`src/rtl/deinterleaver_if.sv`:
```
// Bit-stream side of the deinterleaver: serial hard bits in, deinterleaved
// bit pairs out towards the Viterbi decoder.
interface deinterleaver_if;
    logic       iEN;
    logic       iData;
    logic       iMode;
    logic [1:0] oData;
    logic       oValid;
    logic       oSymEnd;

    modport master (
        output iEN,
        output iData,
        output iMode,
        input  oData,
        input  oValid,
        input  oSymEnd
    );

    modport slave (
        input  iEN,
        input  iData,
        input  iMode,
        output oData,
        output oValid,
        output oSymEnd
    );
endinterface

```
`src/rtl/deinterleaver.sv`:
```
// Block deinterleaver for 48-bit (BPSK) / 96-bit (QPSK) symbols: ping-pong
// banks written in column/row order, read back sequentially as bit pairs.
module deinterleaver (
    input  logic           iClk,
    input  logic           iRst,
    deinterleaver_if.slave io
);
    logic [95:0] bank0_q;
    logic [95:0] bank1_q;

    logic [2:0]  wr_col_q, wr_col_d;
    logic [3:0]  wr_row_q, wr_row_d;
    logic        wr_bank_q, wr_bank_d;
    logic        wr_qpsk_q, wr_qpsk_d;
    logic [1:0]  full_q, full_d;
    logic [1:0]  bank_qpsk_q, bank_qpsk_d;

    logic        rd_active_q, rd_active_d;
    logic        rd_bank_q, rd_bank_d;
    logic        rd_qpsk_q, rd_qpsk_d;
    logic [5:0]  rd_cnt_q, rd_cnt_d;

    logic [1:0]  odata_q, odata_d;
    logic        ovalid_q, ovalid_d;
    logic        osymend_q, osymend_d;

    logic        wr_first_s;
    logic        wr_qpsk_s;
    logic        wr_last_s;
    logic [2:0]  wr_last_col_s;
    logic [6:0]  wr_addr_s;
    logic        rd_last_s;
    logic [95:0] rd_bank_s;

    // The block size is taken from iMode only on bit 0; afterwards the latch rules.
    assign wr_first_s    = (wr_col_q == 3'd0) && (wr_row_q == 4'd0);
    assign wr_qpsk_s     = wr_first_s ? io.iMode : wr_qpsk_q;
    assign wr_last_col_s = wr_qpsk_s ? 3'd5 : 3'd2;
    assign wr_last_s     = (wr_col_q == wr_last_col_s) && (wr_row_q == 4'd15);
    assign wr_addr_s     = {wr_col_q, wr_row_q};
    assign rd_last_s     = (rd_cnt_q == (rd_qpsk_q ? 6'd47 : 6'd23));
    assign rd_bank_s     = rd_bank_q ? bank1_q : bank0_q;

    // Next-state logic for write counters, bank flags, read sequencer and outputs.
    always_comb begin
        wr_col_d    = wr_col_q;
        wr_row_d    = wr_row_q;
        wr_bank_d   = wr_bank_q;
        wr_qpsk_d   = wr_qpsk_q;
        full_d      = full_q;
        bank_qpsk_d = bank_qpsk_q;
        rd_active_d = rd_active_q;
        rd_bank_d   = rd_bank_q;
        rd_qpsk_d   = rd_qpsk_q;
        rd_cnt_d    = rd_cnt_q;
        odata_d     = 2'b00;
        ovalid_d    = 1'b0;
        osymend_d   = 1'b0;

        if (io.iEN) begin
            wr_qpsk_d = wr_qpsk_s;
            if (wr_last_s) begin
                wr_col_d  = 3'd0;
                wr_row_d  = 4'd0;
                wr_bank_d = ~wr_bank_q;
            end else if (wr_col_q == wr_last_col_s) begin
                wr_col_d = 3'd0;
                wr_row_d = wr_row_q + 4'd1;
            end else begin
                wr_col_d = wr_col_q + 3'd1;
            end
        end else begin
            wr_qpsk_d = wr_qpsk_q;
        end

        if (rd_active_q) begin
            ovalid_d  = 1'b1;
            odata_d   = {rd_bank_s[{rd_cnt_q, 1'b0}], rd_bank_s[{rd_cnt_q, 1'b1}]};
            osymend_d = rd_last_s;
            if (rd_last_s) begin
                rd_active_d       = 1'b0;
                rd_cnt_d          = 6'd0;
                rd_bank_d         = ~rd_bank_q;
                full_d[rd_bank_q] = 1'b0;
            end else begin
                rd_cnt_d = rd_cnt_q + 6'd1;
            end
        end else if (full_q[rd_bank_q]) begin
            rd_active_d = 1'b1;
            rd_cnt_d    = 6'd0;
            rd_qpsk_d   = bank_qpsk_q[rd_bank_q];
        end else begin
            rd_active_d = 1'b0;
        end

        // Applied after the read-side clear so a completing block always wins its flag.
        if (io.iEN && wr_last_s) begin
            full_d[wr_bank_q]      = 1'b1;
            bank_qpsk_d[wr_bank_q] = wr_qpsk_s;
        end else begin
            bank_qpsk_d = bank_qpsk_d;
        end
    end

    // State and output registers.
    always_ff @(posedge iClk or posedge iRst) begin
        if (iRst) begin
            wr_col_q    <= 3'd0;
            wr_row_q    <= 4'd0;
            wr_bank_q   <= 1'b0;
            wr_qpsk_q   <= 1'b0;
            full_q      <= 2'b00;
            bank_qpsk_q <= 2'b00;
            rd_active_q <= 1'b0;
            rd_bank_q   <= 1'b0;
            rd_qpsk_q   <= 1'b0;
            rd_cnt_q    <= 6'd0;
            odata_q     <= 2'b00;
            ovalid_q    <= 1'b0;
            osymend_q   <= 1'b0;
        end else begin
            wr_col_q    <= wr_col_d;
            wr_row_q    <= wr_row_d;
            wr_bank_q   <= wr_bank_d;
            wr_qpsk_q   <= wr_qpsk_d;
            full_q      <= full_d;
            bank_qpsk_q <= bank_qpsk_d;
            rd_active_q <= rd_active_d;
            rd_bank_q   <= rd_bank_d;
            rd_qpsk_q   <= rd_qpsk_d;
            rd_cnt_q    <= rd_cnt_d;
            odata_q     <= odata_d;
            ovalid_q    <= ovalid_d;
            osymend_q   <= osymend_d;
        end
    end

    // Each accepted bit lands directly at its deinterleaved address.
    always_ff @(posedge iClk) begin
        if (io.iEN) begin
            if (wr_bank_q) begin
                bank1_q[wr_addr_s] <= io.iData;
            end else begin
                bank0_q[wr_addr_s] <= io.iData;
            end
        end
    end

    assign io.oData   = odata_q;
    assign io.oValid  = ovalid_q;
    assign io.oSymEnd = osymend_q;
endmodule

```
`src/flat_wrapper.sv`:
```
// flat-port wrapper written by rule: the top's interface ports become plain ports
module deinterleaver_flat 
  (iClk, iRst, io_iEN, io_iData, io_iMode, io_oData, io_oValid, io_oSymEnd);
  deinterleaver_if io_i ();
  input  logic iClk;
  input  logic iRst;
  input wire logic [$bits(io_i.iEN)-1:0] io_iEN;
  input wire logic [$bits(io_i.iData)-1:0] io_iData;
  input wire logic [$bits(io_i.iMode)-1:0] io_iMode;
  output wire logic [$bits(io_i.oData)-1:0] io_oData;
  output wire logic [$bits(io_i.oValid)-1:0] io_oValid;
  output wire logic [$bits(io_i.oSymEnd)-1:0] io_oSymEnd;
  assign io_i.iEN = io_iEN;
  assign io_i.iData = io_iData;
  assign io_i.iMode = io_iMode;
  assign io_oData = io_i.oData;
  assign io_oValid = io_i.oValid;
  assign io_oSymEnd = io_i.oSymEnd;
  deinterleaver u_core (.iClk(iClk), .iRst(iRst), .io(io_i));
endmodule
```
`config.mk`:
```
export PLATFORM = sky130hd
export DESIGN_NAME = deinterleaver_flat
export DESIGN_NICKNAME = d
export VERILOG_FILES = /design/src/rtl/deinterleaver_if.sv /design/src/rtl/deinterleaver.sv /design/src/flat_wrapper.sv
export SDC_FILE = /design/constraint.sdc
export NUM_CORES = 1
export LEC_CHECK = 0
export CAP_MARGIN = 20
export CORE_AREA = 2 2 153 155
export CTS_CLUSTER_SIZE = 30
export DETAILED_ROUTE_END_ITERATION = 8
export DIE_AREA = 0 0 155 157
export PLACE_DENSITY = 0.56
export SYNTH_ARGS = -nofsm -noshare
export SYNTH_HDL_FRONTEND = slang
export SYNTH_SLANG_ARGS = --single-unit
```
`constraint.sdc`:
```
create_clock -name iClk -period 2.35 [get_ports iClk]
set_input_delay 0.235 -clock iClk [delete_from_list [all_inputs] [get_ports iClk]]
set_output_delay 0.235 -clock iClk [all_outputs]
set_load 0.01 [all_outputs]
```
==> flow_summary.json, run 1 <==
{
  "path_cells": "buf_12 -> mux4_2 -> and2_1 -> a2111oi_1 -> a2111oi_0 -> o22ai_1 -> a21boi_1",
  "grt_pass1_vias": 6124,
  "ctsRootBufferMaster": "clkbuf_16",
  "postPlaceCellArea_mm2": 0.0103,
  "drv_slew": 0,
  "required_ns": 2.74,
  "finClkSkew_ns": 0.0126,
  "fillers": 1964,
  "ys_seq_elements": 218,
  "swShare_pct": 31.2,
  "holdBufCountCts": 0,
  "drtAntennaViolNets": 0,
  "dp_hpwl_mm": 14.2,
  "worstPathArrival_ns": 2.66,
  "synth_top_area_share_pct": 59.6,
  "async_reset_ff_share_pct": 11.9,
  "power_leakage_nw": 3.64,
  "ir_drop_v": 0.000584,
  "die_area_mm2": 0.0243,
  "vias_per_cell": 5.67,
  "diodes": 0,
  "min_path_type": "primary input to asynchronous set/reset pin",
  "fin_crit_ns": 2.27,
  "hold_violations": 0,
  "wire_per_inst_um": 21.5,
  "seqPwrFrac_pct": 40.2,
  "fin_ws_ns": 0.0789,
  "fin_nets": 756,
  "die_w_um": 155,
  "grt_use_total_pct": 19.2,
  "cts.htree.levels": 1,
  "worstPathMaxFanout": 14,
  "insertion_delay_ns": 0.51,
  "maxSlewHeadroom_pct": 47.7,
  "cts_buffer_depth": 3,
  "post-cts-setup-buffers": 0,
  "yosysSeqAreaShare_pct": 66.3,
  "drv_cap": 0,
  "numPortBuffers": 8,
  "cts.clk_slew.worst_paths_ns": 0.06,
  "critPathMaxStageDelay_ns": 0.53,
  "drc": 0,
  "status": "complete, no violations",
  "fp-row-count": 55,
  "initial_core_util_pct": 43.0,
  "ys_types": 47,
  "die_y_um": 157,
  "fmax_ghz": 0.440,
  "final_cells": 1049,
  "cts_tree": "built",
  "ys_warn_count": 0,
  "synth_edf_count": 192,
  "end_kind": "flop",
  "pwr_density_cell_mw_per_mm2": 1040,
  "post-place-ws_ns": 0.0899,
  "synth_flop_cell": "edfxtp_1",
  "r2r_slack_ns": 0.08,
  "worst-slew-pin-transition_ns": 0.785,
  "syn2layout_area_growth_pct": 14.9,
  "dp_cells": 1004,
  "dr.first_iter.drc_count": 495,
  "combPwrFrac_pct": 27.7,
  "gp_congestion": 0.814,
  "routed_wirelength_mm": 22.6,
  "switchingPower_mw": 3.61,
  "design_area_mm2": 0.0111,
  "grt_start_max_net_pins": 64,
  "antenna_found_initial": 0,
  "grt_pass1_wl_mm": 35.3,
  "netlist_instances": 717,
  "clkPwrFrac_pct": 32.0,
  "drive_gt1_share_pct": 18.5,
  "seqCellArea_mm2": 0.00642,
  "cp-start-kind": "flop",
  "clock_sinks": 218,
  "multi_input_area_mm2": 0.00296,
  "syn-cell-area_mm2": 0.00967,
  "dr.pass1.iters": 5,
  "io-pin-count": 9,
  "via_count": 5947,
  "core_mm2": 0.0225,
  "synth_top_area_cell": "edfxtp_1",
  "crit_type": "flop to flop",
  "fin_crit_sh_pct": 96.6,
  "overflow": 0,
  "syn-num-nets": 727,
  "cts_made_buffers": 25,
  "avgSynthCellArea_um2": 13.5,
  "hold_slack_ns": 0.161,
  "internal_power_mw": 7.95,
  "cpMaxStageDelayCell": "dfrtp_4",
  "synthTopCellsByArea": "edfxtp_1 (60%), mux4_2 (11%), nor2_1 (8.1%), dfrtp_1 (6.7%), clkbuf_1 (1.7%)",
  "finalSetupViolCount": 0
}
power groups by stage:
| stage | Sequential [mW] | Clock (mW) | Combinational [mW] |
|---|---|---|---|
| 6_report | 4.65 | 3.70 | 3.20 |
| 5_1_grt | 4.67 | 3.94 | 3.50 |
| 4_1_cts | 4.65 | 3.78 | 3.20 |
| 3_5_place_dp | 4.72 | 0 | 3.19 |
| 3_3_place_gp | 4.72 | 0 | 3.14 |
| 2_1_floorplan | 4.63 | 0 | 2.10 |
placed cells by master, fill, tap and decap left out, types with 7 or more instances in the layout:
cell | netlist | routed
nor2_1 | 210 | 210
edfxtp_1 | 192 | 192
mux4_2 | 48 | 48
buf_4 | 5 | 48
nand2_1 | 36 | 36
clkbuf_16 | 0 | 25
dfrtp_1 | 26 | 25
o21ai_0 | 18 | 18
nand3_1 | 15 | 15
mux2i_1 | 15 | 15
inv_1 | 12 | 12
nor2b_1 | 11 | 11
clkinv_1 | 1 | 7
clkdlybuf4s50_1 | 0 | 7
per-stage QoR:
stage          util [%]  setup TNS, ns  power (mW)
2_1_floorplan         -              0        6.73
3_3_place_gp       45.8              0        7.86
3_5_place_dp       45.8              0        7.92
4_1_cts            49.3              0        11.6
5_1_grt            49.4        -0.0233        12.1
6_report           49.4              0        11.6
per-layer routing:
metal  vias to the layer above  wire, um  track usage [%]
met5                         -         0                0
met4                         0       771             6.92
met3                        47      1370             3.52
met2                       182     10800             32.1
met1                      3067      9650             25.5
li1                       2651         -                -
cell usage after synthesis (4+ instances only):
cell type  instances
buf_2              7
nand3_1           15
edfxtp_1         192
nand4_1            6
a21oi_1            6
a31oi_1            4
ha_1               5
dfrtp_1           26
mux2i_1           15
nand2_1           36
clkbuf_1          44
inv_1             12
mux4_2            48
buf_4              5
nor2b_1           11
o21ai_0           18
nor2_1           210
worst paths after layout:
check                            startpoint                  to  cells past startpoint
setup / recovery           u_core.rd_bank_q  u_core.io.oData[0]                      7
setup reg to reg           u_core.rd_bank_q  u_core.io.oData[0]                      7
hold / removal                         iRst  u_core.wr_row_q[0]                      2
min in group iClk                  io_iData  u_core.bank0_q[30]                      1
max in group asynchronous              iRst  u_core.io.oData[1]                      3
hold reg to reg            u_core.full_q[1]    u_core.full_q[1]                      1
state kept, by name (all words and copies together), names as in the netlist, 2 cells and up:
register            count
u_core.wr_col_q         3
u_core.bank_qpsk_q      2
u_core.full_q           2
u_core.bank1_q         96
u_core.rd_cnt_q         6
u_core.io.oData         2
u_core.wr_row_q         4
u_core.bank0_q         96
critical path, delay by kind of cell (launching register included):
family | cells | cell delay, ns
and+or+nand+nor | 1 | 0.17
buffers and inverters | 1 | 0.20
DFF | 1 | 0.53
AOI/OAI and AO/OA | 4 | 0.75
muxes | 1 | 0.50
what timing repair did:
action,in CTS,in global routing
setup endpoints to repair,0,2
resized for setup,0,3
endpoints found under the hold margin,0,0
final cells by class:
type	count	area share, %
Sequential cell	218	57.8
Multi-Input combinational cell	427	26.6
Inverter	13	0.439
Clock buffer	33	6.08
Clock inverter	12	0.991
Tap cell	285	3.21
Timing Repair Buffer	61	4.88
cell families (layout without fill, tap and decap cells):
logic type / Yosys count / count (layout) / synth area share [%]
buffers and inverters: 72 / 119 / 3.16
adder cells (fa/ha/maj): 5 / 5 / 0.647
multiplexers: 66 / 66 / 13.1
flip-flops: 218 / 218 / 66.3
AND/OR/NAND/NOR: 299 / 299 / 12.9
AO/OA/AOI/OAI: 53 / 53 / 3.54
XOR/XNOR: 4 / 4 / 0.362
(Power assumes the default switching activity.)
==> inputs of run 2 (changes only) <==
--- a/config.mk
+++ b/config.mk
@@ -7,7 +7,7 @@
 export LEC_CHECK = 0
 export CAP_MARGIN = 20
 export CORE_AREA = 2 2 153 155
-export CTS_CLUSTER_SIZE = 30
+export CTS_CLUSTER_SIZE = 8
 export DETAILED_ROUTE_END_ITERATION = 8
 export DIE_AREA = 0 0 155 157
 export PLACE_DENSITY = 0.56
==> flow_summary.json, run 2 (synthesis gave the netlist of run 1 again) <==
{
  "largestRegisters": "u_core.bank0_q: 96 flops, u_core.bank1_q: 96 flops, u_core.rd_cnt_q: 6 flops",
  "pwr_density_cell_mw_per_mm2": 1060,
  "hold_slack_ns": 0.135,
  "path_cells": "buf_12 -> mux4_2 -> and2_1 -> a2111oi_1 -> a2111oi_0 -> o22ai_1 -> a21boi_1",
  "grt_start_max_net_pins": 64,
  "fillers": 1957,
  "swShare_pct": 31.1,
  "fin_crit_ns": 2.32,
  "status": "complete, no violations",
  "final_cell_mix": "nor2_1 (210), edfxtp_1 (192), mux4_2 (48), buf_4 (48), nand2_1 (36)",
  "seqPwrFrac_pct": 39.2,
  "core_mm2": 0.0225,
  "fin_crit_sh_pct": 98.7,
  "drtAntennaViolNets": 0,
  "drive_gt1_share_pct": 18.2,
  "dp_cells": 1004,
  "cts.htree.levels": 1,
  "worst-slew-pin-transition_ns": 0.756,
  "syn2layout_area_growth_pct": 15.9,
  "grt_use_total_pct": 19.3,
  "drv_cap": 0,
  "grt_pass1_vias": 6240,
  "dr.first_iter.drc_count": 528,
  "wire_per_inst_um": 21.3,
  "min_path_type": "primary input to asynchronous set/reset pin",
  "power_leakage_nw": 3.68,
  "finalSetupViolCount": 0,
  "critPathMaxStageDelay_ns": 0.53,
  "grt_busiest_layer": "met2",
  "fin_ws_ns": 0.0308,
  "vias_per_cell": 5.63,
  "cpMaxStageDelayCell": "dfrtp_4",
  "fmax_ghz": 0.431,
  "cts.clk_slew.worst_paths_ns": 0.05,
  "cts_tree": "built",
  "hold_violations": 0,
  "end_kind": "flop",
  "gp_congestion": 0.814,
  "cts_made_buffers": 31,
  "post-place-ws_ns": 0.0899,
  "met1_usage_pct": 25.4,
  "cp_top_family": "compound AO/OA/AOI/OAI gates",
  "fp-row-count": 55,
  "drv_slew": 0,
  "cts_buffer_depth": 3,
  "io-pin-count": 9,
  "seqCellArea_mm2": 0.00642,
  "overflow": 0,
  "antenna_found_initial": 0,
  "via_count": 5969,
  "die_area_mm2": 0.0243,
  "initial_core_util_pct": 43.0,
  "maxSlewHeadroom_pct": 49.6,
  "required_ns": 2.77,
  "cp.buffers_inverters": 1,
  "final_common_cell": "nor2_1",
  "numPortBuffers": 8,
  "grt_use_met3_pct": 3.47,
  "clock_sinks": 218,
  "ir_drop_v": 0.000610,
  "switchingPower_mw": 3.69,
  "diodes": 0,
  "finClkSkew_ns": 0.0296,
  "final_cells": 1061,
  "finalPower_mw": 11.9,
  "combPwrFrac_pct": 27.0,
  "grtUsageMet2_pct": 32.7,
  "grt_pass1_wl_mm": 35.7,
  "crit_type": "flop to flop",
  "routed_wirelength_mm": 22.7,
  "internal_power_mw": 8.18,
  "multi_input_area_mm2": 0.00296,
  "insertion_delay_ns": 0.55,
  "die_w_um": 155,
  "r2r_slack_ns": 0.03,
  "worstPathMaxFanout": 14,
  "ctsRootBufferMaster": "clkbuf_16",
  "cp-start-kind": "flop",
  "fin_nets": 762,
  "worstPathArrival_ns": 2.74,
  "dr.pass1.iters": 5,
  "die_y_um": 157,
  "dp_hpwl_mm": 14.2,
  "clkPwrFrac_pct": 33.8,
  "drc": 0
}
-- run 2: cell count changes in the layout (fill, tap and decap cells not counted), sizes merged --
cell,previous run,this run
bufinv,2,0
clkbuf,33,55
clkinv,8,2
clkinvlp,3,0
inv,12,13
-- run 2: power by group through the flow --
stage	sequential, mW	clock (mW)	combinational [mW]
6_report	4.66	4.01	3.20
5_1_grt	4.68	4.27	3.50
4_1_cts	4.65	4.09	3.20
3_5_place_dp	4.72	0	3.19
3_3_place_gp	4.72	0	3.14
2_1_floorplan	4.63	0	2.10
-- run 2: layout make-up --
class                      count  share of cell area (%)
multi-input combinational    427                    26.4
clock buffer                  55                    7.72
clock inverter                 2                   0.156
tap                          285                    3.18
timing repair buffer          61                    4.83
inverter                      13                   0.435
sequential                   218                    57.3
-- run 2: worst paths after layout --
path                                        from                  to  cells past startpoint
worst max-delay path            u_core.rd_bank_q  u_core.io.oData[0]                      7
worst min-delay path                        iRst    u_core.rd_bank_q                      2
worst max register to register  u_core.rd_bank_q  u_core.io.oData[0]                      7
worst min register to register  u_core.full_q[1]    u_core.full_q[1]                      1
max in group asynchronous                   iRst    u_core.io.oValid                      3
min in group iClk                       io_iData  u_core.bank1_q[26]                      1
-- run 2: through the flow --
stage                     instance area, um2  utilization [%]  setup TNS (ns)
after floorplan                         9670                -               0
after global placement                 10300             45.8               0
after detailed placement               10300             45.8               0
after CTS                              11200             49.8               0
after global routing                   11200             49.8         -0.0205
final                                  11200             49.8               0
-- run 2: worst reg2reg max path, cell delays in order, from the launching register on --
cell and delay (ns):
dfrtp_4 0.53, buf_12 0.20, mux4_2 0.50, and2_1 0.17, a2111oi_1 0.42, a2111oi_0 0.13
o22ai_1 0.16, a21boi_1 0.09
-- run 2: metal layers --
metal	up-vias	share of wire [%]
li1	2683	-
met1	3060	43
met2	179	49
met3	47	5.7
met4	0	2.8
met5	-	0
-- run 2: what timing repair did --
item	CTS	global route
endpoints found under the hold margin	0	0
endpoints found under the setup margin	0	2
gates resized for setup	0	3
hold buffers	0	0
setup buffers	0	0
